**src/rtl/vec_dot_acc.sv**
```systemverilog
// vec_dot_acc: snapshots two LANES-wide vectors and accumulates their dot product one MAC per clock
module vec_dot_acc #(
    parameter int LANES = 4,
    parameter int WIDTH = 32
) (
    input  logic                   clk,
    input  logic                   rst,
    input  logic                   start,
    input  logic [LANES*WIDTH-1:0] a_vec,
    input  logic [LANES*WIDTH-1:0] b_vec,
    output logic                   busy,
    output logic                   done,
    output logic [WIDTH-1:0]       result,
    output logic                   overflow
);
    localparam int IW = (LANES > 1) ? $clog2(LANES) : 1;
    typedef enum logic [1:0] {IDLE, MAC, DONE} state_t;
    state_t                 state;
    logic [LANES*WIDTH-1:0] a_q, b_q;
    logic [WIDTH-1:0]       a_l [LANES];
    logic [WIDTH-1:0]       b_l [LANES];
    logic [WIDTH-1:0]       acc;
    logic [IW-1:0]          idx;
    logic                   ovf;
    logic [2*WIDTH-1:0]     p;
    logic [WIDTH:0]         sum;
    logic                   ovf_n;
    for (genvar i = 0; i < LANES; i++) begin : g_lane
        assign a_l[i] = a_q[i*WIDTH +: WIDTH];
        assign b_l[i] = b_q[i*WIDTH +: WIDTH];
    end
    // current lane product, wrapped accumulate and overflow update
    always_comb begin
        p     = {{WIDTH{1'b0}}, a_l[idx]} * {{WIDTH{1'b0}}, b_l[idx]};
        sum   = {1'b0, acc} + {1'b0, p[WIDTH-1:0]};
        ovf_n = ovf | (|p[2*WIDTH-1:WIDTH]) | sum[WIDTH];
    end
    // control FSM with registered busy/done and held result/overflow
    always_ff @(posedge clk) begin
        if (rst) begin
            state    <= IDLE;
            a_q      <= '0;
            b_q      <= '0;
            acc      <= '0;
            idx      <= '0;
            ovf      <= 1'b0;
            busy     <= 1'b0;
            done     <= 1'b0;
            result   <= '0;
            overflow <= 1'b0;
        end else begin
            case (state)
                MAC: begin
                    acc <= sum[WIDTH-1:0];
                    ovf <= ovf_n;
                    idx <= idx + 1'b1;
                    if (idx == IW'(LANES-1)) begin
                        result   <= sum[WIDTH-1:0];
                        overflow <= ovf_n;
                        state    <= DONE;
                        busy     <= 1'b0;
                        done     <= 1'b1;
                    end
                end
                default: begin
                    done <= 1'b0;
                    if (start) begin
                        a_q   <= a_vec;
                        b_q   <= b_vec;
                        acc   <= '0;
                        idx   <= '0;
                        ovf   <= 1'b0;
                        state <= MAC;
                        busy  <= 1'b1;
                    end else begin
                        state <= IDLE;
                        busy  <= 1'b0;
                    end
                end
            endcase
        end
    end
endmodule

```
**config.mk**
```make
export PLATFORM = sky130hd
export DESIGN_NAME = vec_dot_acc
export DESIGN_NICKNAME = d
export VERILOG_FILES = /design/src/rtl/vec_dot_acc.sv
export SDC_FILE = /design/constraint.sdc
export NUM_CORES = 2
export LEC_CHECK = 0
export CAP_MARGIN = 15
export CORE_MARGIN = 2
export CORE_UTILIZATION = 50
export CTS_BUF_LIST = sky130_fd_sc_hd__clkbuf_8
export DETAILED_ROUTE_END_ITERATION = 8
export PLACE_DENSITY = 0.74
export SYNTH_ARGS = -nofsm -noshare
export SYNTH_HDL_FRONTEND = slang
export SYNTH_SLANG_ARGS = --single-unit
```
**constraint.sdc**
```tcl
create_clock -name clk -period 22.6 [get_ports clk]
set_clock_uncertainty 0.15 [all_clocks]
set_input_delay 3.39 -clock clk [delete_from_list [all_inputs] [get_ports clk]]
set_output_delay 3.39 -clock clk [all_outputs]
set_load 0.01 [all_outputs]
```
# == Yosys cells after proc, flatten, opt, wreduce, memory -nomap -nowiden ==
# Cells that the tools add are included.
# W data, S select, Z words.
# totals
regBits,328
inputBits,259
# classes
bitwise,4
mul,1
reduce_logical,5
eq_ne,3
addsub,2
n_lt_le_gt_ge,1
mux,18
# ops
cell,n
$mux W32,6
$bmux W32 S2,2
$mul A32 B32 Y64,1
$add A32 B32 Y33,1
$reduce_or A32 Y1,1
$mux W2,4
$mux W1,6
$reduce_and A2 Y1,2
$ge A3 B3 Y1 const B,1
$not A2 Y3,1
$add A2 B1 Y2 const B,1
$eq A2 B1 Y1 const B,1
$eq A2 B2 Y1 const B,1
$ne A2 B2 Y1 const B,1
$or A1 B1 Y1,2
$reduce_bool A2 Y1,1
$reduce_or A2 Y1,1
$not A1 Y1,1

# == Depth between registers and ports, before layout ==
# depth
depth_word,9
ltp_mapped,43
ltp_nobuf,40

# == Least setup slack after synthesis ==
# Ideal clock, no wire load.
# synth_path
path_type,register to register
startpoint,register idx[0]
endpoint,register overflow
t_required_ns,22.313
arrival_time_ns,10.050
stages_incl_launch_ff,38
path_buffers,5
setup_slack_ns,12.263
path_cell_list,dfxtp_1 > clkbuf_1 > buf_1 > clkbuf_1 > mux2i_1 > nand2_1 > o21ai_1 > clkbuf_1 > nor2_1 > fa_1 > inv_1 > fa_1 > inv_1 > fa_1 > inv_1 > fa_1 > inv_1 > fa_1 > [... 2 more ...] > fa_1 > ha_1 > clkbuf_1 > nand4_1 > or3_1 > o41a_2 > xnor2_1 > ha_1 > inv_1 > o21bai_1 > a211oi_1 > o2111ai_1 > nor4_1 > o21ai_0 > nor4b_1 > nand4_1 > nor4_4 > a31oi_1
# synth_via
elab_chain_len,8
elab_cells_between_ends,14
cone_classes,1 x add/sub; 1 x mul; 1 x eq/ne; 6 x mux; 3 x bitwise; 2 x reduce/logical
# synth_lines
item,line_no,rtl
from (decl),23,logic [IW-1:0] idx;
from (signal assigned),56,idx <= idx + 1'b1;
"parallel branches: the longest is 8 deep, another holds $mul A32 B32 Y64",n/a,
to (signal assigned),59,overflow <= ovf_n;
to (decl),14,output logic overflow
# Several ways; the timed one is not identified. The select of a mux whose other input is x is not followed.
# A chain may end at the register's enable or synchronous reset.

# == Worst setup path after layout ==
# Ends and elaborated chain as after synthesis.

==> key figures <==
Placed design
  • Final GP Congestion: 1.001
  • Dpl hpwl: 120700 um
  • DP Worst Slack: 10.59 ns
  • DP Area: 0.05064 mm^2
  • Port-buffer cells: 293

Die
  • Initial Util: 50.62%
  • Die Span X: 309.1 um
  • Die area: 0.09554 mm^2
  • Io pins: 294
  • Cell row count: 111
  • Die H: 309.1 um
  • Core ar.: 0.09194 mm^2

Detailed routing
  • # DRC: 0
  • Final ANT Viol Nets: 0
  • WL final: 153600 um
  • DR vias/cell: 5.704
  • Via count: 39330
  • Initial DRC Count: 3334
  • DRT Pass-1 Iters: 6
  • Wire length per cell: 22.28 um

Synthesis
  • Post-synth EDFFs: 0
  • Asr flop ratio synth: 0%
  • Post-synth top area share: 38.58%
  • Register area share after synthesis: 14.06%
  • Cell taking the most area after synthesis: fa_1
  • Synth warn: 0
  • Mapped Area: 0.04654 mm^2
  • Synth Area per Inst: 8.479 um^2
  • #FFs+latches synth: 327
  • Mapped Nets: 6941
  • Post-synth top flop: dfxtp_1
  • Distinct cells, synth: 67
  • Dominant cells by area after synthesis: fa_1, dfxtp_1, nand2_1, ha_1, inv_1
  • Cells after Synth: 5489

STA
  • Final worst path period need: 12.19 ns
  • Slew headroom: 13.06%
  • Max Slew Vio Count: 0
  • Final hold violation count: 0
  • RSZ-0062 raised after global routing: false
  • Fmax achieved: 82.01 MHz
  • Fin crit share: 53.95%
  • Hold Slack: 0.3024 ns
  • Setup TNS Final: 0 ns
  • Least-Margin Pin Slew: 1.304 ns
  • Setup violators final: 0
  • Worst setup margin: 10.41 ns

Power and ir drop
  • Clock network fraction of design power: 19.9%
  • PD cells: 57.41 mW/mm^2
  • Sw power: 0.001398 W
  • Switch share: 46.97%
  • Logic pwr share: 58.5%
  • Int Pwr: 0.001579 W
  • Leak Pwr: 20.89 nW
  • Reg power frac: 21.6%
  • VDD IR max: 57.50 uV

Final layout
  • Commonest non-fill, non-tap cell in the layout: nand2_1
  • Nets: 7055
  • Most frequent cells in the layout: nand2_1, fa_1, inv_1
  • Post-Layout Inst Area: 0.05186 mm^2
  • Share of cells above drive strength 1: 5.404%
  • Register area: 0.006554 mm^2
  • Number of fill cells: 8289
  • Area Overhead vs Synth: 11.41%
  • Multi-input logic area: 0.03617 mm^2

Worst setup path
  • CP peak stage delay: 0.85 ns
  • Critical path's slowest cell: o21a_1
  • WP data required: 22.98 ns
  • Critical Path End Type: register
  • Startpoint types: register
  • Flop2flop setup slack: 10.41 ns
  • Most frequent CP cell: fa_1
  • Critical path class: reg2reg
  • Crit-path max FO: 60
  • Arrival @ worst endpoint: 12.57 ns

Clock network
  • Cts repair resizes: 0
  • CTS tree: done
  • Max Buffers Root-to-Sink: 3
  • Hold-fix buffers, CTS: 0
  • Root buf cell: clkbuf_8
  • Worst-Skew Late Latency: 0.70 ns
  • Clk slew on worst S/H paths: 0.07 ns
  • CTS buffer count: 52
  • Htree depth: 2
  • Setup Buffers After CTS: 0
  • # clock sinks: 327

GRT
  • Largest net degree at the start of global routing: 125
  • GRT Residual Overflow: 0
  • Initial antenna violation count: 10
  • Vias in the first global route: 41530
  • Total Routing Usage GR: 32.88%
  • First-pass GRT wire length: 237900 um

Hold path
  • Hold Crit Class: reg2reg

Job
  • Max_cap viols: 0

Status
  • Status: completed
[state kept, by name, summed over array words and instances (netlist names), 2 cells and up]
signal  flops
b_q       128
result     32
acc        32
idx         2
a_q       128
state       2
[worst max-delay path: cells and delay by family, from the launching register on]
family	cells	cell delay, ns
adder cells (fa/ha/maj)	10	4.89
AO/OA/AOI/OAI	7	2.12
AND/OR/NAND/NOR	7	1.85
buffers and inverters	4	1.81
flip-flops	1	0.59
multiplexers	1	0.31
XOR/XNOR	1	0.17
[cell type report]
class                           count  share of cell area, %
Clock buffer                       61                  1.619
Sequential cell                   327                  12.64
Timing Repair Buffer              388                  7.041
Inverter                          724                  5.241
Tap cell                         1243                  2.999
Clock inverter                     34                 0.6804
Multi-Input combinational cell   4110                  69.74
Antenna cell                        8                0.03861
[through the flow]
| stage | std cells | total power, W | utilization, % |
|---|---|---|---|
| 3_5_place_dp | 6792 | 0.002368 | 55.08 |
| 5_1_grt | 6893 | 0.003160 | 56.40 |
| 4_1_cts | 6887 | 0.002963 | 56.38 |
| 3_3_place_gp | 6792 | 0.002350 | 55.08 |
| 6_report | 6895 | 0.002977 | 56.40 |
| 2_1_floorplan | 5489 | 0.001786 | - |
[cells in the mapped netlist (25+ instances only)]
master	instances
a22o_1	27
nor2_1	671
nand2b_1	25
o21a_1	82
clkbuf_1	302
fa_1	897
dfxtp_1	327
o21ai_0	67
mux2i_1	67
buf_1	25
nand4_1	26
xor2_1	25
a21oi_1	392
a21o_1	27
inv_1	724
xnor2_1	49
nand2_1	1100
o21ai_1	45
mux2_2	63
ha_1	296
[layer usage]
layer,part of all wire (%),track usage (%),vias up,routed length [um]
met5,0.020,0,-,31
met4,6.4,17.79,4,9787
met3,9.1,6.632,517,13930
met2,47,53.71,1895,72160
met1,38,41.11,19640,57730
li1,-,-,17270,-
[cells by family after synthesis]
kind of cell / count (synthesis) / share of synthesized area [%]
buffers and inverters: 1052 / 8.487
flip-flops: 327 / 14.06
XOR/XNOR: 74 / 1.393
AO/OA/AOI/OAI: 754 / 9.667
adder cells (fa/ha/maj): 1193 / 46.54
AND/OR/NAND/NOR: 1957 / 16.79
multiplexers: 132 / 3.062
[power groups by stage]
stage                     Combinational [W]  Clock (W)  Sequential (W)
after global placement              0.00169          0        0.000655
final                               0.00174   0.000592        0.000644
after detailed placement            0.00171          0        0.000655
after CTS                           0.00172   0.000598        0.000643
after floorplan                     0.00114          0        0.000643
after global routing                0.00189   0.000622        0.000647
[worst paths after layout]
kind                                      startpoint               endpoint  cells past startpoint
worst max-delay path             idx[0]$_SDFFE_PP0P_  overflow$_SDFFE_PP0P_                     30
worst max register to register   idx[0]$_SDFFE_PP0P_  overflow$_SDFFE_PP0P_                     30
worst min-delay path            b_q[22]$_SDFFE_PP0P_   b_q[22]$_SDFFE_PP0P_                      2
worst min register to register  b_q[22]$_SDFFE_PP0P_   b_q[22]$_SDFFE_PP0P_                      2
Note: power is estimated with default switching activity, not from simulation.
